[config.mk]
export PLATFORM = sky130hd
export DESIGN_NAME = aes_block_packer
export DESIGN_NICKNAME = d
export VERILOG_FILES = /design/src/rtl/aes_block_packer.sv
export SDC_FILE = /design/constraint.sdc
export NUM_CORES = 1
export LEC_CHECK = 0
export BUFFER_PORTS_ARGS = -buffer_cell sky130_fd_sc_hd__buf_2
export CAP_MARGIN = 20
export CORE_MARGIN = 2
export CORE_UTILIZATION = 53
export CTS_CLUSTER_SIZE = 28
export DETAILED_ROUTE_END_ITERATION = 10
export PLACE_DENSITY = 0.8
export SLEW_MARGIN = 5
export SYNTH_ARGS = -nofsm -noshare
export SYNTH_HDL_FRONTEND = slang
export SYNTH_SLANG_ARGS = --single-unit
[constraint.sdc]
create_clock -name clk -period 1.9 [get_ports clk]
set_input_delay 0.285 -clock clk [delete_from_list [all_inputs] [get_ports clk]]
set_output_delay 0.285 -clock clk [all_outputs]
set_load 0.005 [all_outputs]
[src/rtl/aes_block_packer.sv]
// Packs UART RX bytes into N-bit AES blocks (first byte in the MSBs) and offers
// each complete block over valid/ready. Partial blocks are dropped on line error or idle timeout.
module aes_block_packer #(
  parameter int N       = 128,
  parameter int BYTES   = N / 8,
  parameter int TIMEOUT = 1000,
  parameter int CNT_W   = 16
) (
  input  logic                       clk,
  input  logic                       rst_n,
  input  logic [7:0]                 rx_data,
  input  logic                       rx_valid,
  input  logic                       rx_err,
  output logic [N-1:0]               blk_data,
  output logic                       blk_valid,
  input  logic                       blk_ready,
  output logic [$clog2(BYTES):0]     byte_cnt,
  output logic [CNT_W-1:0]           blk_count,
  output logic                       ovf_pulse,
  output logic                       err_pulse,
  output logic                       tmo_pulse
);

  localparam int BC_W = $clog2(BYTES) + 1;
  localparam int IC_W = (TIMEOUT > 2) ? $clog2(TIMEOUT) : 1;

  typedef enum logic [1:0] {
    S_IDLE,
    S_FILL,
    S_HOLD
  } state_t;

  state_t            state_q;
  logic [N-1:0]      blk_data_q;
  logic              blk_valid_q;
  logic [BC_W-1:0]   byte_cnt_q;
  logic [CNT_W-1:0]  blk_count_q;
  logic [IC_W-1:0]   idle_q;
  logic              ovf_q;
  logic              err_q;
  logic              tmo_q;

  logic good_byte;
  logic bad_byte;
  logic last_byte;
  logic idle_expired;

  assign good_byte    = rx_valid & ~rx_err;
  assign bad_byte     = rx_valid & rx_err;
  assign last_byte    = (byte_cnt_q == BC_W'(BYTES - 1));
  assign idle_expired = (idle_q == IC_W'(TIMEOUT - 1));

  always_ff @(posedge clk or negedge rst_n) begin
    if (!rst_n) begin
      state_q     <= S_IDLE;
      blk_data_q  <= '0;
      blk_valid_q <= 1'b0;
      byte_cnt_q  <= '0;
      blk_count_q <= '0;
      idle_q      <= '0;
      ovf_q       <= 1'b0;
      err_q       <= 1'b0;
      tmo_q       <= 1'b0;
    end else begin
      ovf_q <= 1'b0;
      err_q <= 1'b0;
      tmo_q <= 1'b0;
      case (state_q)
        S_IDLE, S_FILL: begin
          if (good_byte) begin
            blk_data_q <= {blk_data_q[N-9:0], rx_data};
            byte_cnt_q <= byte_cnt_q + BC_W'(1);
            idle_q     <= '0;
            if (last_byte) begin
              state_q     <= S_HOLD;
              blk_valid_q <= 1'b1;
            end else begin
              state_q <= S_FILL;
            end
          end else if (bad_byte) begin
            state_q    <= S_IDLE;
            byte_cnt_q <= '0;
            idle_q     <= '0;
            err_q      <= 1'b1;
          end else if (state_q == S_FILL) begin
            // A byte on the expiry cycle takes the good_byte branch and wins.
            if (idle_expired) begin
              state_q    <= S_IDLE;
              byte_cnt_q <= '0;
              idle_q     <= '0;
              tmo_q      <= 1'b1;
            end else begin
              idle_q <= idle_q + IC_W'(1);
            end
          end
        end
        S_HOLD: begin
          if (blk_ready) begin
            blk_valid_q <= 1'b0;
            blk_count_q <= blk_count_q + CNT_W'(1);
            idle_q      <= '0;
            if (good_byte) begin
              blk_data_q <= {blk_data_q[N-9:0], rx_data};
              byte_cnt_q <= BC_W'(1);
              state_q    <= S_FILL;
            end else begin
              byte_cnt_q <= '0;
              state_q    <= S_IDLE;
              err_q      <= bad_byte;
            end
          end else if (rx_valid) begin
            ovf_q <= 1'b1;
          end
        end
        default: begin
          state_q     <= S_IDLE;
          blk_valid_q <= 1'b0;
          byte_cnt_q  <= '0;
          idle_q      <= '0;
        end
      endcase
    end
  end

  assign blk_data  = blk_data_q;
  assign blk_valid = blk_valid_q;
  assign byte_cnt  = byte_cnt_q;
  assign blk_count = blk_count_q;
  assign ovf_pulse = ovf_q;
  assign err_pulse = err_q;
  assign tmo_pulse = tmo_q;

endmodule

* After elaboration in Yosys (flattened, before gate mapping)
Index checks and enable logic that the tools add are counted.
** Storage, ports and cells
- Output and inout bits :: 153
- Input port bits :: 13
- Register bits :: 165
- Word-level logic and storage cells :: 73
** Cells by class
- Reductions and logical operators :: 8
- $add $sub $neg :: 3
- Bitwise logic cells :: 3
- Muxes and demuxes :: 41
- Equal/unequal tests :: 9
** Operators by type and width (count)
- 128-bit 2-to-1 mux :: 2
- 128-bit one-hot mux with 2 select lines :: 1
- 10-bit 2-to-1 mux :: 5
- 5-bit 2-to-1 mux :: 5
- 10-bit one-hot mux with 2 select lines :: 1
- 1-bit 2-to-1 mux :: 17
- 16-bit by 1-bit adder with 16-bit output, second input constant :: 1
- 2-bit 2-to-1 mux :: 6
- 10-bit by 1-bit adder with 10-bit output, second input constant :: 1
- 10-bit == test, second input constant :: 1
- 5-bit one-hot mux with 2 select lines :: 1
- 4-bit inequality test, second input constant :: 2
- 2-bit inequality test, second input constant :: 3
- 2-bit AND reduction :: 3
- 3-bit AND reduction :: 2
- 5-bit by 1-bit adder with 5-bit output, second input constant :: 1
- 5-bit by 4-bit == test with 1-bit output, second input constant :: 1
- 1-bit one-hot mux with 2 select lines :: 2
- 2-bit one-hot mux with 2 select lines :: 1
- 1-bit AND :: 2
- 2-bit by 1-bit == test with 1-bit output, second input constant :: 1
- 2-bit == test, second input constant :: 1
- 2-bit zero test :: 1
- 2-bit nonzero test :: 1
- other kinds (2) :: 2

* Longest topological paths before layout
Gate-level depths: netlist of the first run.
- Depth after elaboration :: 6
- Gate-level depth with buffers :: 6
- Mapped depth without buffers :: 6

* Worst setup path after synthesis of the first run
No wires, ideal clock.
- Path kind :: reg2reg
- Start :: register state_q[0]
- End :: register blk_data_q[100] (netlist: blk_data[100])
- Path buffers :: 2
- Cell stages (with the launch flop) :: 6
- Path slack :: 325 ps
- Data required time :: 1775 ps
- Library setup time :: 125 ps
- Clock period less this slack :: 1575 ps
- Arrival time :: 1451 ps
- Cells stage by stage :: dfrtp_1 -> nand2b_1 -> a21oi_1 -> buf_2 -> buf_2 -> mux2_2
** On the way
- Longest elaborated chain between the ends :: 4
- Elaborated cells on any way between the ends :: 8
- Classes of those cells :: 3 x eq/ne; 1 x mux; 4 x reduce/logical
** Ends and longest elaborated chain
- from (decl) :: RTL line 33 : state_t state_q;
- from (signal assigned) :: RTL line 55 : state_q <= S_IDLE;
- from (signal assigned) :: RTL line 75 : state_q <= S_HOLD;
- from (signal assigned) :: RTL line 78 : state_q <= S_FILL;
- 2-bit by 1-bit == test with 1-bit output / 2-bit zero test (equally long branches) :: RTL line 68 : case (state_q)
- 2-bit OR reduction :: RTL line 68
- 2-bit nonzero test (no line)
- 2-bit AND reduction (no line)
- to (signal assigned) :: RTL line 71 : blk_data_q <= {blk_data_q[N-9:0], rx_data};
- to (signal assigned) :: RTL line 103 : blk_data_q <= {blk_data_q[N-9:0], rx_data};
- to (decl) :: RTL line 34 : logic [N-1:0] blk_data_q;
Several ways; a longest one is shown, not always the timed one.
A chain may end at the register's enable or synchronous reset.

* Final worst setup path of the first run
- Start :: register idle_q[0]
- End :: register idle_q[7]
** On the way
- Longest elaborated chain between the ends :: 6
- Elaborated cells on any way between the ends :: 7
- Classes of those cells :: 1 x add/sub; 1 x eq/ne; 5 x mux
** Ends and longest elaborated chain
- from (decl) :: RTL line 38 : logic [IC_W-1:0] idle_q;
- from (signal assigned) :: RTL line 93 : idle_q <= idle_q + IC_W'(1);
- 10-bit by 1-bit adder with 10-bit output / 10-bit == test (equally long branches) :: RTL line 93, 51
- 10-bit 2-to-1 mux * :: RTL line 87 : if (idle_expired) begin
- 10-bit 2-to-1 mux * :: RTL line 85 : end else if (state_q == S_FILL) begin
- 10-bit 2-to-1 mux * :: RTL line 80 : end else if (bad_byte) begin
- 10-bit 2-to-1 mux * :: RTL line 70 : if (good_byte) begin
- 10-bit one-hot mux with 2 select lines * :: RTL line 68
Mark *: on every way between the ends. The rest lies on a longest branch, timed or not. The select of a mux whose other input is x is not followed.

==> impl_metrics.toml, run 1 <==
[run_status]
outcome = "completed"

[place]
port-buffer-count = 165
post-place-cells = 752
dp.final_hpwl_um = 9800
routabilityCongestion = 0.798
place_ws_ps = 119
place_area_mm2 = 0.00764

[logic_synthesis]
synthFlopType = "dfrtp_1"
synth_edf_count = 0
ys_ff_latch = 165
async_flop_share_pct = 100
syn_area_per_cell_um2 = 14.7
syn-cell-area_mm2 = 0.00647
synth_cell_type_count = 36
ys_seq_area_share_pct = 63.8
synthesis.instances = 439
synthSimpleGateAreaFrac_pct = 5.94
synth_top_family_by_area = "multiplexers"
yosys_warnings = 0
syn-num-nets = 456
synthAdderAreaFrac_pct = 0.774
synth_xor_area_share_pct = 2.57
synth_compound_area_share_pct = 2.84
muxShareOfSynthArea_pct = 22.6

[finish]
fill_cells = 812
design_area_mm2 = 0.00832
nets = 642
drive_gt1_share_pct = 54.7
areaGrowthSynthToFinish_pct = 28.7
diodes = 0
final_cells = 785

[worst_setup_path]
path_max_fanout = 6
rr_endpoint = "idle_q[7]"
endpoint_kind = "flip-flop"
crit_chain = "ha_4 > nand4b_1 > o31a_1 > nor2_1 > buf_4 > a21oi_1"
crit_arrival_ps = 2030
r2r_slack_ps = 160
rr_worst_depth = 6
r2r-start = "idle_q[0]"
max_stage_delay_ps = 460
crit_path_start_kind = "flip-flop"
critPathSlowestCell = "dfrtp_1"
cp.required_ps = 2190
criticalPathCategory = "reg2reg"

[die]
die_x_um = 114
core_area_mm2 = 0.0120
start_util_pct = 54.1
ios = 166
fp-row-count = 40
die_h_um = 114
die-area_mm2 = 0.0131

[power_and_ir_drop]
ir_drop_mv = 0.668
seqPwrFrac_pct = 46.0
power_switching_mw = 3.53
p_int_mw = 8.79
power.density_mw_per_mm2 = 1480
clkPwrFrac_pct = 30.5
leakage_nw = 4.17
switching_share_pct = 28.6
power_frac_comb_pct = 23.5

[clocking]
post_cts_buffers = 0
worst_skew_pair.late_latency_ps = 420
path_clk_slew_ps = 70
cts_tree = "built"
cts_buffer_depth = 2
clock-sinks = 165
numCtsBuffers = 17
root_buffer = "clkbuf_16"
cts-htree-levels = 4

[timing]
worst_slack_ps = 160
final_max_slew_viol_count = 0
setup_tns_ps = 0
final_hold_viol_count = 0
max_freq_ghz = 0.575
rsz0062_at_grt = "false"
finalClockSkew_ps = 9.35
whs_ps = 94.0
finalSetupViolations = 0
fin_crit_sh_pct = 91.6
worstMarginPinSlew_ps = 511
slew_headroom_pct = 65.9
finalCriticalPeriod_ps = 1740

[detailed_routing]
drt_pre_antenna_iters = 4
wl_per_cell_um = 17.5
viasPerCell = 5.42
vias = 4253
post-route-drc-count = 0
routed_wirelength_um = 13800
first_iter_violations = 224
ant_nets = 0

[global_route]
grt_antenna_before_repair = 0
track_usage_pct = 22.0
grt_pass1_wl_um = 22400
grt_pass1_vias = 4255
grt_overflow = 0
grt_max_degree = 55

[hold_path]
hold_path.class = "in2reg"
min_to = "blk_data[1]"
min_path_cells = 2
worstHoldStart = "rx_data[1]"

[flow_run]
maxCapViolations = 0
placed cells by master, fill, tap and decap left out, types with 9 or more instances in the layout:
master     count
dfrtp_1      165
clkbuf_16     17
xor2_1        11
mux2_2       130
nand2_1       18
buf_4          9
nand3_1       10
buf_2        164
o21ai_0       10
nor2_1        14
cells by family (layout without fill, tap and decap cells):
family,count (synthesis),count (layout)
flip-flops,165,165
multiplexers,130,130
AND/OR/NAND/NOR,72,72
AO/OA/AOI/OAI,30,30
XOR/XNOR,19,19
buffers and inverters,19,218
adder cells (fa/ha/maj),4,4
power by group through the flow:
stage	clock (mW)	combinational, mW	sequential (mW)
finish	3.76	2.89	5.66
global route	3.97	3.16	5.84
CTS	3.82	2.94	5.67
detailed placement	0	2.90	5.71
global placement	0	2.80	5.60
floorplan	0	1.19	5.59
worst max-delay path, delay by kind of cell, from the launching register on:
family | cells | cell delay, ps
AOI/OAI and AO/OA | 2 | 360
adders and majority gates | 1 | 200
buffers and inverters | 1 | 210
DFF | 1 | 460
and+or+nand+nor | 2 | 390
per-stage QoR:
| stage | power [mW] | utilization, % |
|---|---|---|
| final | 12.3 | 69.6 |
| after floorplan | 6.78 | - |
| after global placement | 8.40 | 63.9 |
| after detailed placement | 8.61 | 63.9 |
| after global routing | 13.0 | 69.6 |
| after CTS | 12.4 | 69.5 |
how the worst max path moves through the flow:
stage | start | to | cells past startpoint
CTS | idle_q[0] | idle_q[6] | 6
floorplan | state_q[0] | blk_data[100] | 5
global placement | state_q[0] | blk_data[96] | 5
detailed placement | idle_q[0] | idle_q[7] | 6
finish | idle_q[0] | idle_q[7] | 6
global route | idle_q[0] | byte_cnt[3] | 6
flip-flops by register name, summed over array words and instances, names as in the netlist:
name and cells:
blk_count 16, blk_data 128, blk_valid 1, byte_cnt 5, err_pulse 1, idle_q 10
ovf_pulse 1, state_q 2, tmo_pulse 1
timing repair:
item,4_1_cts,5_1_grt
endpoints found under the setup margin,0,7
hold buffers,1,0
gates resized for setup,0,2
hold endpoints to repair,51,0
layer usage:
metal | share of wire [%] | global-route usage (%) | vias up
met5 | 0 | 0 | -
met4 | 1.4 | 7.64 | 0
met3 | 6.0 | 6.25 | 17
met2 | 50 | 35.7 | 125
met1 | 42 | 28.7 | 2179
li1 | - | - | 1932
Yosys cell counts, types with 2 or more instances:
master | count | area [µm²]
inv_1 | 3 | 11.3
o21a_1 | 2 | 15.0
xnor2_1 | 8 | 70.1
ha_1 | 4 | 50.1
nand3_1 | 10 | 50.1
mux2_2 | 130 | 1460
a21oi_1 | 7 | 35.0
buf_2 | 15 | 75.1
nor3_1 | 2 | 10.0
o31ai_1 | 2 | 15.0
nand4b_1 | 3 | 26.3
nand2b_1 | 2 | 12.5
nor2_1 | 14 | 52.6
o21ai_0 | 10 | 50.1
nand4_1 | 3 | 18.8
nand2_1 | 18 | 67.6
o211ai_1 | 4 | 30.0
nor4_1 | 2 | 12.5
dfrtp_1 | 165 | 4130
nor2b_1 | 2 | 12.5
xor2_1 | 11 | 96.3
and3_1 | 7 | 43.8
nor4_2 | 2 | 25.0
final cells by class:
cell class / instances / area [µm²] / share of cell area, %
sequential: 165 / 4130 / 49.6
clock inverter: 14 / 225 / 2.71
clock buffer: 18 / 429 / 5.16
multi-input combinational: 255 / 2270 / 27.3
tap: 147 / 184 / 2.21
timing repair buffer: 183 / 1070 / 12.9
inverter: 3 / 11.3 / 0.135
Power figures use the tool's default switching activity.
==> inputs of run 2 (changes only) <==
CORE_ASPECT_RATIO = 0.6   (was unset)
TNS_END_PERCENT = 5   (was unset)
==> run 2 against run 1 <==
Against the previous run: register-to-register slack hardly changed; flip-flop and latch count unchanged; total power down 4.3%; die area increased by 0.22%; maximum frequency is 0.18% lower; global-route usage shrank 1.0 points; critical endpoint is now blk_data[104]; largest cell class unchanged; largest power group unchanged.
==> impl_metrics.toml, run 2 (synthesis results as in run 1) <==
[worst_setup_path]
critPathSlowestCell = "dfrtp_1"
crit_buf_inv = 2
crit_path_start_kind = "flip-flop"
endpoint_kind = "flip-flop"
max_stage_delay_ps = 410
path_max_fanout = 20
path_delay_family = "flip-flops"
crit_arrival_ps = 2040
crit_chain = "nand2b_1 > a21oi_4 > buf_12 > buf_4 > mux2_2"
cp.required_ps = 2200
r2r_slack_ps = 160
criticalPathCategory = "reg2reg"

[die]
start_util_pct = 54.0
fp-row-count = 31
die_h_um = 89.6
die_x_um = 147
ios = 166
die-area_mm2 = 0.0131
core_area_mm2 = 0.0120

[global_route]
grt_antenna_before_repair = 0
track_usage_pct = 21.0
grt_pass1_wl_um = 21400
grt_max_degree = 48
grt_pass1_vias = 4126
grt_overflow = 0

[clocking]
numCtsBuffers = 17
cts-htree-levels = 4
cts_resized = 0
clock-sinks = 165
root_buffer = "clkbuf_16"
cts_buffer_depth = 2
path_clk_slew_ps = 70
post_cts_buffers = 0
worst_skew_pair.late_latency_ps = 410
cts_tree = "built"

[timing]
rsz0062_at_grt = "false"
fin_crit_sh_pct = 91.7
finalSetupViolations = 0
whs_ps = 103
final_max_slew_viol_count = 0
worstMarginPinSlew_ps = 449
finalClockSkew_ps = 9.46
setup_tns_ps = 0
slew_headroom_pct = 69.8
max_freq_ghz = 0.574
final_hold_viol_count = 0
finalCriticalPeriod_ps = 1740

[finish]
final_common_cell = "dfrtp_1"
diodes = 0
design_area_mm2 = 0.00824
largest_reg_flops = 128
final_util_pct = 68.8
final_cells = 803
fill_cells = 842
nets = 643
final_cell_mix = "dfrtp_1, buf_2, mux2_2, nand2_1, clkbuf_16"
drive_gt1_share_pct = 54.7
areaGrowthSynthToFinish_pct = 27.5

[place]
routabilityCongestion = 0.837
post-place-cells = 771
place_area_mm2 = 0.00766
dp.final_hpwl_um = 9360
port-buffer-count = 165

[flow_run]
maxCapViolations = 0

[detailed_routing]
post-route-drc-count = 0
first_iter_violations = 237
routed_wirelength_um = 13300
viasPerCell = 5.21
wl_per_cell_um = 16.5
ant_nets = 0
vias = 4181
drt_pre_antenna_iters = 4

[power_and_ir_drop]
ir_drop_mv = 0.580
power.density_mw_per_mm2 = 1430
leakage_nw = 4.13

[run_status]
outcome = "completed"

[hold_path]
hold_path.class = "in2reg"
==> run 2: layout make-up <==
| class | count | area, µm² | share of cell area (%) |
|---|---|---|---|
| clock buffer | 19 | 453 | 5.49 |
| clock inverter | 12 | 120 | 1.46 |
| inverter | 3 | 11.3 | 0.137 |
| multi-input combinational | 255 | 2260 | 27.4 |
| sequential | 165 | 4130 | 50.1 |
| tap | 165 | 206 | 2.50 |
| timing repair buffer | 184 | 1060 | 12.9 |
==> run 2: through the flow <==
stage / power, mW / worst slack (ps)
2_1_floorplan: 6.78 / 325
3_3_place_gp: 8.37 / 228
3_5_place_dp: 8.57 / 174
4_1_cts: 11.9 / 148
5_1_grt: 12.5 / 6.83
6_report: 11.8 / 157
==> run 2: repair_timing <==
action,CTS,global route
endpoints found under the setup margin,0,0
hold buffers,1,0
hold endpoints to repair,43,0
==> run 2: path summary, 6_finish.rpt <==
path,startpoint,endpoint,cells after the start
min in group asynchronous,rst_n,blk_data[120],2
min reg2reg,blk_count[15],blk_count[15],1
min,rx_data[4],blk_data[4],2
max reg2reg,state_q[0],blk_data[104],5
max in group asynchronous,rst_n,blk_data[11],3
max,state_q[0],blk_data[104],5
==> run 2: metal layers <==
metal	routed length (µm)	share of wire, %	GRT usage [%]
met1	6350	48	29.4
met2	6190	47	32.9
met3	637	4.8	5.61
met4	107	0.81	5.83
met5	0	0	0
==> run 2: power breakdown <==
part / total, mW / leakage [nW] / switching [mW] / internal [mW]
logic: 2.88 / 1.77 / 1.15 / 1.73
clock network: 3.30 / 0.270 / 1.42 / 1.89
registers: 5.61 / 2.09 / 0.901 / 4.70
total: 11.8 / 4.13 / 3.47 / 8.32
==> inputs of run 3 (changes only) <==
CAP_MARGIN = unset   (was 20)
CORE_MARGIN = unset   (was 2)
==> run 3 against run 2 <==
Against the previous run: die area is 3.6% lower; count of clock-buffer cells in the layout is 1 lower; clock skew about the same; sequential share of layout area down 0.14 points; final cell count is 0.75% lower; combinational power about the same; largest cell class unchanged; worst setup slack got worse by 55 ps; total power increased by 2.0%; clock power increased by 5%; critical path depth decreased by 1; via count is 2.2% higher.
==> impl_metrics.toml, run 3 (synthesis results as in run 1) <==
[run_status]
outcome = "completed"

[finish]
final_common_cell = "dfrtp_1"
final_cell_mix = "dfrtp_1, buf_2, mux2_2, nand2_1, clkbuf_16"
areaGrowthSynthToFinish_pct = 27.8
nets = 641
diodes = 0
largest_reg_flops = 128
final_cells = 797
design_area_mm2 = 0.00827
drive_gt1_share_pct = 54.6

[detailed_routing]
viasPerCell = 5.36
post-route-drc-count = 0
ant_nets = 0
first_iter_violations = 189
vias = 4274
routed_wirelength_um = 13700
drt_pre_antenna_iters = 4
wl_per_cell_um = 17.1

[global_route]
grt_max_degree = 48
grt_overflow = 0
grt_pass1_wl_um = 22000
grt_pass1_vias = 4172
track_usage_pct = 22.9
grt_antenna_before_repair = 0

[timing]
final_max_slew_viol_count = 0
setup_tns_ps = 0
final_hold_viol_count = 0
finalClockSkew_ps = 9.58
whs_ps = 110
rsz0062_at_grt = "false"
finalCriticalPeriod_ps = 1800
slew_headroom_pct = 70.4
fin_crit_sh_pct = 94.6
max_freq_ghz = 0.556
finalSetupViolations = 0
worstMarginPinSlew_ps = 441

[die]
fp-row-count = 30
die_h_um = 87.6
ios = 166
die-area_mm2 = 0.0127
core_area_mm2 = 0.0116
die_x_um = 145
start_util_pct = 55.8

[place]
port-buffer-count = 165
place_area_mm2 = 0.00765
post-place-cells = 764
routabilityCongestion = 0.802
dp.final_hpwl_um = 9700

[power_and_ir_drop]
power_mw = 12.0
p_int_mw = 8.45
power.density_mw_per_mm2 = 1450
leakage_nw = 4.15
power_frac_comb_pct = 23.8
power_switching_mw = 3.57
switching_share_pct = 29.7
ir_drop_mv = 0.841
seqPwrFrac_pct = 47.2
clkPwrFrac_pct = 29.0

[clocking]
numCtsBuffers = 17
clock-sinks = 165
holdBufCountCts = 1
cts_resized = 0
cts_buffer_depth = 2
cts-htree-levels = 4
cts_tree = "built"
post_cts_buffers = 0
root_buffer = "clkbuf_16"
worst_skew_pair.late_latency_ps = 410
path_clk_slew_ps = 70

[worst_setup_path]
endpoint_kind = "flip-flop"
crit_arrival_ps = 2120
cp.required_ps = 2230
crit_path_start_kind = "flip-flop"
path_max_fanout = 7
criticalPathCategory = "reg2reg"

[flow_run]
maxCapViolations = 0

[hold_path]
hold_path.class = "in2reg"
## run 3: cell types whose count changed in the layout (fill, tap and decap cells not counted), sizes merged
cell / change
inv: +3
clkinvlp: -2
clkbuf: -1
bufinv: +1
buf: -2
## run 3: final timing paths
kind	start	endpoint	slack [ps]	cells past startpoint
max in group asynchronous	rst_n	blk_data[97]	900	3
worst max register to register	state_q[1]	blk_count[10]	100	4
worst min-delay path	rx_data[4]	blk_data[4]	110	2
worst max-delay path	state_q[1]	blk_count[10]	100	4
min in group asynchronous	rst_n	blk_count[7]	370	2
worst min register to register	blk_data[126]	blk_data[126]	500	1
## run 3: power by group through the flow
stage | clock [mW] | sequential [mW] | combinational, mW
5_1_grt | 3.71 | 5.85 | 3.17
4_1_cts | 3.56 | 5.67 | 2.92
2_1_floorplan | 0 | 5.59 | 1.19
3_3_place_gp | 0 | 5.61 | 2.79
3_5_place_dp | 0 | 5.72 | 2.88
6_report | 3.48 | 5.68 | 2.86
## run 3: per-stage QoR
stage	util, %	setup WS [ps]
detailed placement	66.0	131
floorplan	-	325
CTS	71.3	112
global placement	66.0	254
finish	71.3	102
global route	71.3	9.92
## run 3: layout make-up
cell class / instances / area, µm²
fill: 803 / 3330
clock buffer: 18 / 439
timing repair buffer: 182 / 1060
clock inverter: 14 / 166
sequential: 165 / 4130
multi-input combinational: 255 / 2260
tap: 160 / 200
inverter: 3 / 11.3
## run 3: worst max-delay path, cell delays in order, from the launching register on
cell and delay, ps:
dfrtp_1 500, nand4b_1 310, nor4_2 490, and3_1 240, xor2_1 180
## run 3: per-layer routing
| layer | share of wire (%) | vias to the layer above | wire [µm] | global-route usage, % |
|---|---|---|---|---|
| met1 | 47 | 2160 | 6440 | 32.5 |
| met4 | 0.39 | 0 | 53 | 5.74 |
| li1 | - | 1952 | - | - |
| met5 | 0 | - | 0 | 0 |
| met3 | 7.3 | 7 | 1000 | 7.05 |
| met2 | 45 | 155 | 6170 | 34.7 |
